`src/rtl/arb_leaf_client.sv`:
```
// Leaf-port client for the tree arbiter: queues hold-length jobs and runs the
// four-phase req/ack handshake, holding the lock for each job's length.
module arb_leaf_client #(
  parameter int DEPTH   = 4,
  parameter int LEN_W   = 4,
  parameter int TIMEOUT = 64
) (
  input  logic                   clk,
  input  logic                   rst_n,
  input  logic                   job_valid,
  input  logic [LEN_W-1:0]       job_len,
  output logic                   job_ready,
  output logic                   req,
  input  logic                   ack,
  output logic                   lock,
  output logic                   done,
  output logic [$clog2(DEPTH):0] pend_cnt,
  output logic                   timeout_flag,
  output logic                   proto_err,
  input  logic                   clr_flags
);
  localparam int AW = $clog2(DEPTH);
  localparam int WW = $clog2(TIMEOUT + 1);
  localparam logic [AW:0]   FULL     = (AW + 1)'(DEPTH);
  localparam logic [WW-1:0] WAIT_MAX = WW'(TIMEOUT);

  typedef enum logic [1:0] {S_IDLE, S_REQ, S_LOCK, S_RELEASE} state_e;

  state_e            state_q, state_d;
  logic [LEN_W-1:0]  mem [DEPTH];
  logic [AW-1:0]     wr_ptr_q, wr_ptr_d;
  logic [AW-1:0]     rd_ptr_q, rd_ptr_d;
  logic [AW:0]       cnt_q, cnt_d;
  logic [LEN_W-1:0]  hold_q, hold_d;
  logic [WW-1:0]     wait_q, wait_d;
  logic              done_q, done_d;
  logic              tmo_q, tmo_d;
  logic              perr_q, perr_d;
  logic              tmo_set, perr_set;
  logic              push, pop;
  logic [LEN_W-1:0]  head_len;

  assign job_ready    = (cnt_q != FULL);
  assign push         = job_valid && job_ready;
  assign pop          = (state_q == S_REQ) && ack;
  assign head_len     = mem[rd_ptr_q];

  // Outputs decode registered state only, so ack never reaches req combinationally.
  assign req          = (state_q == S_REQ) || (state_q == S_LOCK);
  assign lock         = (state_q == S_LOCK);
  assign done         = done_q;
  assign pend_cnt     = cnt_q;
  assign timeout_flag = tmo_q;
  assign proto_err    = perr_q;

  always_ff @(posedge clk) begin
    if (push) mem[wr_ptr_q] <= job_len;
  end

  always_comb begin
    wr_ptr_d = wr_ptr_q;
    rd_ptr_d = rd_ptr_q;
    cnt_d    = cnt_q;
    if (push) wr_ptr_d = wr_ptr_q + AW'(1);
    if (pop)  rd_ptr_d = rd_ptr_q + AW'(1);
    case ({push, pop})
      2'b10:   cnt_d = cnt_q + (AW + 1)'(1);
      2'b01:   cnt_d = cnt_q - (AW + 1)'(1);
      default: cnt_d = cnt_q;
    endcase
  end

  always_comb begin
    state_d  = state_q;
    hold_d   = hold_q;
    wait_d   = wait_q;
    done_d   = 1'b0;
    tmo_set  = 1'b0;
    perr_set = 1'b0;
    case (state_q)
      S_IDLE: begin
        if (ack)                 perr_set = 1'b1;
        else if (cnt_q != '0)    state_d  = S_REQ;
      end
      S_REQ: begin
        if (ack) begin
          state_d = S_LOCK;
          hold_d  = (head_len == '0) ? LEN_W'(1) : head_len;
          wait_d  = '0;
        end else if (wait_q != WAIT_MAX) begin
          wait_d = wait_q + WW'(1);
          if (wait_q == WAIT_MAX - WW'(1)) tmo_set = 1'b1;
        end
      end
      S_LOCK: begin
        hold_d = hold_q - LEN_W'(1);
        if (hold_q == LEN_W'(1)) begin
          state_d = S_RELEASE;
          done_d  = 1'b1;
        end
      end
      S_RELEASE: begin
        if (!ack) state_d = S_IDLE;
      end
      default: state_d = S_IDLE;
    endcase
    // A flag set in the same cycle as clr_flags takes precedence.
    tmo_d  = tmo_set  || (tmo_q  && !clr_flags);
    perr_d = perr_set || (perr_q && !clr_flags);
  end

  always_ff @(posedge clk or negedge rst_n) begin
    if (!rst_n) begin
      state_q  <= S_IDLE;
      wr_ptr_q <= '0;
      rd_ptr_q <= '0;
      cnt_q    <= '0;
      hold_q   <= '0;
      wait_q   <= '0;
      done_q   <= 1'b0;
      tmo_q    <= 1'b0;
      perr_q   <= 1'b0;
    end else begin
      state_q  <= state_d;
      wr_ptr_q <= wr_ptr_d;
      rd_ptr_q <= rd_ptr_d;
      cnt_q    <= cnt_d;
      hold_q   <= hold_d;
      wait_q   <= wait_d;
      done_q   <= done_d;
      tmo_q    <= tmo_d;
      perr_q   <= perr_d;
    end
  end

endmodule

```
`config.mk`:
```
export PLATFORM = sky130hd
export DESIGN_NAME = arb_leaf_client
export DESIGN_NICKNAME = d
export VERILOG_FILES = /design/src/rtl/arb_leaf_client.sv
export SDC_FILE = /design/constraint.sdc
export NUM_CORES = 1
export LEC_CHECK = 0
export ABC_AREA = 1
export CAP_MARGIN = 20
export CORE_AREA = 2 2 70 72
export CTS_CLUSTER_DIAMETER = 50
export CTS_CLUSTER_SIZE = 24
export DETAILED_ROUTE_END_ITERATION = 8
export DIE_AREA = 0 0 72 74
export GPL_TIMING_DRIVEN = 0
export SLEW_MARGIN = 25
export SYNTH_ARGS = -nofsm -noshare
export SYNTH_HDL_FRONTEND = slang
export SYNTH_SLANG_ARGS = --single-unit
```
`constraint.sdc`:
```
create_clock -name clk -period 5.86 [get_ports clk]
set_input_delay 0.879 -clock clk [delete_from_list [all_inputs] [get_ports clk]]
set_output_delay 0.879 -clock clk [all_outputs]
set_load 0.005 [all_outputs]
```
# Word level (Yosys, flattened, before mapping)
# Memory sizes are Yosys's and may differ from the RTL's.
# Index checks and enable logic that the tools add are counted.
# totals
out_inout_bits	9
mem_bits_ro	0
memories	1
ramBits	16
word_cells	69
latch_bits	0
ff_bits	23
in_bits	9
# mem_list
name	depth	width	read_ports	rd_clocked_by_memory_dff	wr	line_no	text
mem	4	4	1	0	1	30	logic [LEN_W-1:0] mem [DEPTH];
# classes
mul	0
n_reduce_logical	17
shifts	0
order_cmp	0
addsub	6
div	0
n_mux	22
bitwise	0
n_eq_ne	14
# op_table
op	n
7-bit two-way mux	2
1-bit two-way mux	10
2-bit two-way mux	5
4-bit two-way mux	2
2-bit inequality test, second input constant	4
2-bit one-hot mux with 4 select lines	1
4-bit one-hot mux with 2 select lines	1
7-bit by 1-bit adder with 7-bit output, second input constant	1
7-bit by 6-bit equality test with 1-bit output, second input constant	1
7-bit inequality test, second input constant	1
2-bit equality test, second input constant	3
3-bit one-hot mux with 2 select lines	1
2-bit nonzero test	3
5-bit AND reduction	1
2-bit by 1-bit adder with 2-bit output, second input constant	2
2-bit by 1-bit equality test with 1-bit output, second input constant	2
4-bit by 1-bit equality test with 1-bit output, second input constant	1
1-bit logical AND	4
4-bit zero test	1
2-bit AND reduction	2
4-bit by 1-bit subtractor with 4-bit output, second input constant	1
3-bit by 1-bit adder with 3-bit output, second input constant	1
1-bit logical OR	3
3-bit inequality test, second input constant	1
other kinds (5)	5

# Depth between registers and ports, before layout
# Gate-level depths: netlist of the first run.
# logic_depth
depth_word	6
mapped_depth	11
depth_no_buf	11

# Worst setup path after synthesis of the first run
# No wires, ideal clock.
# synth_path
kind	input port to flip-flop
from	input port ack
to	register cnt_q[2] (netlist: pend_cnt[2])
setup_slack_ps	3870
n_path_buf	0
required_ps	5781
setup_time_ps	79
arrival_ps	1910
stages	9
cell_sequence	nand2_1 inv_1 ha_1 inv_1 fa_1 nor2_1 nor2_1 nand2_1 xor2_1
# synth_between
elab_chain_len	3
elab_cells_between_ends	5
cone_classes	2 x eq/ne; 1 x mux; 2 x reduce/logical
# synth_lines
element	line_no	text
from (decl)	14	input logic ack,
1-bit logical AND *	45	assign pop = (state_q == S_REQ) && ack;
via pop	40	logic push, pop;
2-bit by 1-bit equality test with 1-bit output / 2-bit equality test (equally long branches)	66	case ({push, pop})
3-bit one-hot mux with 2 select lines / 2-bit nonzero test (equally long branches)	n/a	
to (signal assigned)	127	cnt_q <= cnt_d;
to (decl)	33	logic [AW:0] cnt_q, cnt_d;
# Mark *: on every way through the listed nets, which the timed path passes. The rest lies on a longest branch.
# A chain may end at the register's enable or synchronous reset.

# Worst setup path after layout of the first run
# layout_path
from	register state_q[0]
to	output port lock
# layout_between
elab_chain_len	1
# layout_lines
element	line_no	text
from (decl)	29	state_e state_q, state_d;
from (signal assigned)	124	state_q <= state_d;
2-bit equality test	50	assign lock = (state_q == S_LOCK);
to (decl)	15	output logic lock,
# No other way between the ends.

==> flow_summary.json, run 1 <==
{
  "synth_top_cell_by_area": "sky130_fd_sc_hd__dfrtp_1",
  "detailedRoute.firstPassIterationCount": 4,
  "crit_required_ns": 4.98,
  "maximum_number_of_pins_on_one_net_before_global_route_repair": 24,
  "timing_worst_slew_pin_value_ns": 0.5242,
  "clock_sink_count": 39,
  "layout_common_cells": "sky130_fd_sc_hd__nand2_1, sky130_fd_sc_hd__inv_1, sky130_fd_sc_hd__dfrtp_1",
  "fp.coreArea_sq_um": 4598,
  "dpl_cell_area_sq_um": 2230,
  "cts_resized": 0,
  "final_common_cell": "sky130_fd_sc_hd__nand2_1",
  "clock_tree.buffer_depth": 2,
  "postCtsSetupRepairBufs": 0,
  "final.setup.tns_ns": 0,
  "via_count": 1409,
  "detail_route.vias_per_cell": 4.776,
  "post_cts_hold_buffer_count": 0,
  "critPathCaptureType": "output pin",
  "path_max_fanout": 6,
  "worst_skew_pair.late_latency_ns": 0.28,
  "cts_htree_levels": 2,
  "grt_pass1_wl_microns": 5796,
  "setup_cp_type": "reg2out",
  "ios": 18,
  "final-setup-viol-count": 0,
  "leakage_nw": 1.045,
  "final_layout_size_suffix_gt1_frac": 0.08714,
  "worst_path_largest_cell_delay_ns": 0.55,
  "synth.top_cell.area_share": 0.2882,
  "floorplan.rows": 25,
  "detailedRoute.firstIterationViolations": 63,
  "grt_pass1_vias": 1315,
  "number_of_antenna_violations_at_the_first_check_in_global_routing": 0,
  "cellPowerDensity_nw_per_um2": 466.6,
  "clock-skew-final_ns": 0.009928,
  "hold_viol_final": 0,
  "port-buffer-count": 17,
  "detail-route-antenna-nets": 0,
  "timing.critical_path.slowest_stage_cell": "sky130_fd_sc_hd__clkdlybuf4s50_1",
  "grt.total_usage": 0.1437,
  "place.gp.congestion": 0.7906,
  "postSynthRegisterBits": 39,
  "mappedNetlistArea_sq_um": 1997,
  "clkSlewWorstSetupHoldPaths_ns": 0.08,
  "routedWlPerCell_microns": 11.59,
  "final_cell_area_sq_um": 2313,
  "start_util": 0.4343,
  "worst_hold_path.num_cells": 2,
  "tritoncts": "done",
  "max_freq_ghz": 0.3927,
  "status": "finished clean",
  "fp.dieArea_sq_um": 5328,
  "post-route-min-period_ns": 2.546,
  "irDropWorstVdd_mv": 0.2173,
  "synth_area_per_cell_sq_um": 9.245,
  "timing.max_cap.violations": 0,
  "layout.nets": 264,
  "crit_chain": "inv_1 -> ha_1 -> clkdlybuf4s50_1",
  "chipWidth_microns": 72,
  "relSlewSlack": 0.6505,
  "worstPathArrival_ns": 1.67,
  "synth_top_cells_by_area": "sky130_fd_sc_hd__dfrtp_1, sky130_fd_sc_hd__edfxtp_1, sky130_fd_sc_hd__nand2_1",
  "route.detailed.drc": 0,
  "grt_setup_unrepaired": "false",
  "min-delay-path-class": "reg2reg",
  "placed_wire_length_estimate_microns": 2514,
  "routed_wl_microns": 3420,
  "n_antenna_cell": 0,
  "synth.yosys.seq_area_share": 0.5288,
  "synthDistinctLibCells": 23,
  "report.final.slew_viol_count": 0,
  "grt.overflow.total": 0,
  "syn_nets": 240,
  "die_height_microns": 74,
  "rr_worst_depth": 11,
  "worstSetupStartpointType": "flip-flop",
  "layout-area-overhead-vs-synth_pct": 15.85,
  "layout_worst_path_cycle_share": 0.4345,
  "clockRootBuffer": "sky130_fd_sc_hd__clkbuf_8",
  "syn_inst": 216,
  "cts_inserted_buffers": 5,
  "ys_warn_count": 0,
  "design_power_total_mw": 1.080
}
==> synth_stat cells <==
master                      n
sky130_fd_sc_hd__a21oi_1    4
sky130_fd_sc_hd__buf_4      1
sky130_fd_sc_hd__dfrtp_1   23
sky130_fd_sc_hd__edfxtp_1  16
sky130_fd_sc_hd__fa_1       1
sky130_fd_sc_hd__ha_1      14
sky130_fd_sc_hd__inv_1     28
sky130_fd_sc_hd__inv_2      4
sky130_fd_sc_hd__inv_4      1
sky130_fd_sc_hd__nand2_1   48
sky130_fd_sc_hd__nand2_2    1
sky130_fd_sc_hd__nand3_1   22
sky130_fd_sc_hd__nand3_2    1
sky130_fd_sc_hd__nand4_1    3
sky130_fd_sc_hd__nor2_1    22
sky130_fd_sc_hd__o211ai_1   1
sky130_fd_sc_hd__o21ai_0   11
sky130_fd_sc_hd__o21ai_1    4
sky130_fd_sc_hd__o21ai_2    2
sky130_fd_sc_hd__o21ai_4    1
sky130_fd_sc_hd__or2_2      1
sky130_fd_sc_hd__xnor2_1    1
sky130_fd_sc_hd__xor2_1     6
==> worst max-delay path: cells and delay by family, from the launching register on <==
family / cells / cell delay, ns
buffers and inverters: 2 / 0.67
DFF: 1 / 0.42
adders and majority gates: 1 / 0.30
==> final timing paths <==
path / start / end / slack (ns)
setup / recovery: state_q[0] / lock / 3.31
hold / removal: hold_q[3] / hold_q[3] / 0.49
setup reg to reg: state_q[1] / pend_cnt[2] / 3.69
hold reg to reg: hold_q[3] / hold_q[3] / 0.49
max in group asynchronous: rst_n / wr_ptr_q[0] / 4.94
min in group asynchronous: rst_n / hold_q[2] / 0.56
==> cell type report <==
class	count	area [sq um]
inverters	33	126.4
well taps	54	67.56
repair buffers	17	165.2
clock inverters	3	15.01
plain buffers	1	7.507
clock buffers	5	68.82
flip-flops and latches	39	1056
multi-input cells	143	807.0
fillers	435	2285
==> state kept, by name, indices dropped and copies added, names as in the netlist <==
signal,cells
wait_q,7
mem,16
done,1
wr_ptr_q,2
pend_cnt,3
timeout_flag,1
rd_ptr_q,2
proto_err,1
state_q,2
hold_q,4
==> report_power, final <==
part / switching (mW) / internal, mW / total [mW] / leakage, nW
logic: 0.284 / 0.199 / 0.483 / 0.561
registers: 0.0563 / 0.370 / 0.427 / 0.436
clock network: 0.0882 / 0.0813 / 0.170 / 0.0477
==> metal layers <==
layer | track usage | wire [microns] | vias up
li1 | - | - | 744
met1 | 0.1928 | 1730 | 641
met2 | 0.2294 | 1541 | 19
met3 | 0.03659 | 110 | 5
met4 | 0.05031 | 38 | 0
met5 | 0 | 0 | -
==> metrics by stage <==
stage | setup WS, ns | hold WS, ns | util | instances
floorplan | 3.871 | 0.4488 | - | 216
global route | 3.220 | 0.5146 | 0.5031 | 295
global placement | 3.116 | 0.4697 | 0.4860 | 287
CTS | 3.311 | 0.4919 | 0.5031 | 295
finish | 3.314 | 0.4920 | 0.5031 | 295
detailed placement | 3.099 | 0.4756 | 0.4849 | 287
==> cell families (layout without fill, tap and decap cells) <==
kind of cell	count (synthesis)	after routing	share of synthesized area
adders and majority gates	15	15	0.09775
buffers and inverters	34	59	0.06704
xor gates and xnor gates	7	7	0.03070
and+or+nand+nor	98	98	0.2074
AOI/OAI and AO/OA	23	23	0.06830
DFF	39	39	0.5288
No activity file was read; power rests on OpenSTA's default activity.
==> run 2: changes to the inputs <==
==> constraint.sdc (replaced) <==
create_clock -name clk -period 2.35 [get_ports clk]
set_input_delay 0.3525 -clock clk [delete_from_list [all_inputs] [get_ports clk]]
set_output_delay 0.3525 -clock clk [all_outputs]
set_load 0.005 [all_outputs]
==> run 2 against run 1 <==
  * Setup slack worse by 3.1 ns
  * Clock skew up 0.00083 ns
  * Critical path depth up 8
  * Via count down 0.28%
  * Critical endpoint is now pend_cnt[2]
  * Sequential cell count unchanged
  * Global-route usage unchanged
  * Register-to-register slack worse by 3.4 ns
  * Die area unchanged
  * Non-clock buffer count unchanged
==> flow_summary.json, run 2 (synthesis results as in run 1) <==
{
  "status": "finished clean",
  "clock_sink_count": 39,
  "largest_register_ffs": 16,
  "path_max_fanout": 5,
  "power.share.clock": 0.157,
  "post-route-min-period_ns": 2.092,
  "layout_worst_path_cycle_share": 0.8902,
  "final_cell_area_sq_um": 2316,
  "clock_tree.buffer_depth": 2,
  "grt_setup_unrepaired": "false",
  "timing_worst_slew_pin_value_ns": 0.5258,
  "cellPowerDensity_nw_per_um2": 1166,
  "min-delay-path-class": "in2async",
  "routed_wl_microns": 3431,
  "via_count": 1405,
  "final_standard_cell_utilization_of_the_core": 0.5037,
  "largest_register": "mem",
  "relSlewSlack": 0.6495,
  "comb_power_share": 0.449,
  "clockRootBuffer": "sky130_fd_sc_hd__clkbuf_8",
  "clkSlewWorstSetupHoldPaths_ns": 0.08,
  "dpl_cell_area_sq_um": 2230,
  "route.detailed.drc": 0,
  "numPlacedInstances": 287,
  "switching_power_mw": 1.074,
  "hold_viol_final": 0,
  "final_layout_size_suffix_gt1_frac": 0.09129,
  "max_freq_ghz": 0.4780,
  "fill_cells": 436,
  "holdWs_ns": 0.03368,
  "worstSetupStartpointType": "flip-flop",
  "worstPathArrival_ns": 2.30,
  "place_ws_ns": 0.1153,
  "final_common_cell": "sky130_fd_sc_hd__nand2_1",
  "number_of_antenna_violations_at_the_first_check_in_global_routing": 0,
  "clock-skew-final_ns": 0.01076,
  "post_layout_nonfiller_instances": 295,
  "fp.coreArea_sq_um": 4598,
  "critPathCaptureType": "flip-flop",
  "maximum_number_of_pins_on_one_net_before_global_route_repair": 24,
  "ios": 18,
  "fp.dieArea_sq_um": 5328,
  "start_util": 0.4343,
  "cp_common_cell": "sky130_fd_sc_hd__inv_1",
  "grt.total_usage": 0.1437,
  "power_switching_share": 0.3977,
  "ff2ff_setup_slack_ns": 0.26,
  "layout_common_cells": "sky130_fd_sc_hd__nand2_1, sky130_fd_sc_hd__inv_1, sky130_fd_sc_hd__dfrtp_1",
  "crit_required_ns": 2.56,
  "timing.critical_path.slowest_stage_cell": "sky130_fd_sc_hd__dfrtp_1",
  "port-buffer-count": 17,
  "tritoncts": "done",
  "final.setup.tns_ns": 0,
  "detail_route.vias_per_cell": 4.763,
  "reg_top3": "mem x16, wait_q x7, hold_q x4",
  "worst_skew_pair.late_latency_ns": 0.28,
  "layout.nets": 264,
  "report.final.slew_viol_count": 0,
  "detailedRoute.firstPassIterationCount": 4,
  "grt.overflow.total": 0,
  "detail-route-antenna-nets": 0,
  "cts_inserted_buffers": 5,
  "worst_path_largest_cell_delay_ns": 0.42,
  "reg2reg_from": "state_q[1]",
  "final-setup-viol-count": 0,
  "setup_cp_type": "reg2reg",
  "cts_htree_levels": 2,
  "grt_pass1_wl_microns": 5796,
  "floorplan.rows": 25,
  "timing.max_cap.violations": 0,
  "design_power_total_mw": 2.700,
  "rr_worst_depth": 11,
  "leakage_nw": 1.043,
  "crit_chain": "inv_1 -> ha_2 -> nand2_1 -> inv_1 -> ha_1 -> inv_1 -> fa_1 -> nor2_1 -> nor2_1 -> nand2_1 -> xor2_1",
  "routedWlPerCell_microns": 11.63,
  "chipWidth_microns": 72,
  "n_antenna_cell": 0,
  "die_height_microns": 74,
  "timing.final.ws_setup_ns": 0.2580,
  "layout-area-overhead-vs-synth_pct": 15.98,
  "internal_power_mw": 1.626,
  "place.gp.congestion": 0.7906,
  "post_cts_hold_buffer_count": 0,
  "power_frac_seq": 0.395,
  "irDropWorstVdd_mv": 0.5421,
  "grt_pass1_vias": 1315,
  "placed_wire_length_estimate_microns": 2514,
  "regToRegEndpoint": "pend_cnt[2]",
  "detailedRoute.firstIterationViolations": 73
}
[run 2: cell counts in the layout (fill, tap and decap cells not counted)]
No cell type changed its count.
[run 2: worst max-delay path by stage]
stage	start	endpoint	slack, ns	depth (start not counted)
after floorplan	state_q[1]	pend_cnt[2]	0.43	11
after global placement	ack	pend_cnt[2]	0.13	10
after detailed placement	ack	pend_cnt[2]	0.12	10
after CTS	state_q[1]	pend_cnt[2]	0.18	11
after global routing	state_q[1]	pend_cnt[2]	0.06	11
final	state_q[1]	pend_cnt[2]	0.26	11
[run 2: critical path: cells and delay by family (launching register included)]
kind          cells  cell delay (ns)
simple gates      4             0.35
buf+inv           3             0.29
xor+xnor          1             0.14
fa+ha+maj         3             0.80
flops             1             0.42
[run 2: timing repair]
action	CTS	global route
endpoints found under the setup margin	0	1
gates resized for setup	0	1
buffers inserted	0	0
[run 2: final cells by class]
type / instances / area, sq um / share of cell area
clock inverters: 3 / 15.01 / 0.006483
repair buffers: 17 / 165.2 / 0.07131
inverters: 33 / 126.4 / 0.05457
flip-flops and latches: 39 / 1056 / 0.4560
multi-input cells: 143 / 809.5 / 0.3495
plain buffers: 1 / 7.507 / 0.003241
clock buffers: 5 / 68.82 / 0.02971
well taps: 54 / 67.56 / 0.02917
[run 2: power groups by stage]
stage          registers, mW  logic, mW  clock network (mW)
3_3_place_gp            1.08       1.21                   0
5_1_grt                 1.09       1.41               0.463
6_report                1.07       1.21               0.423
4_1_cts                 1.07       1.22               0.436
2_1_floorplan           1.05      0.851                   0
3_5_place_dp            1.08       1.21                   0
[run 2: metal layers]
| metal | up-vias | track usage | routed length [microns] |
|---|---|---|---|
| li1 | 742 | - | - |
| met1 | 639 | 0.1928 | 1744 |
| met2 | 19 | 0.2294 | 1537 |
| met3 | 5 | 0.03659 | 111 |
| met4 | 0 | 0.05031 | 38 |
| met5 | - | 0 | 0 |
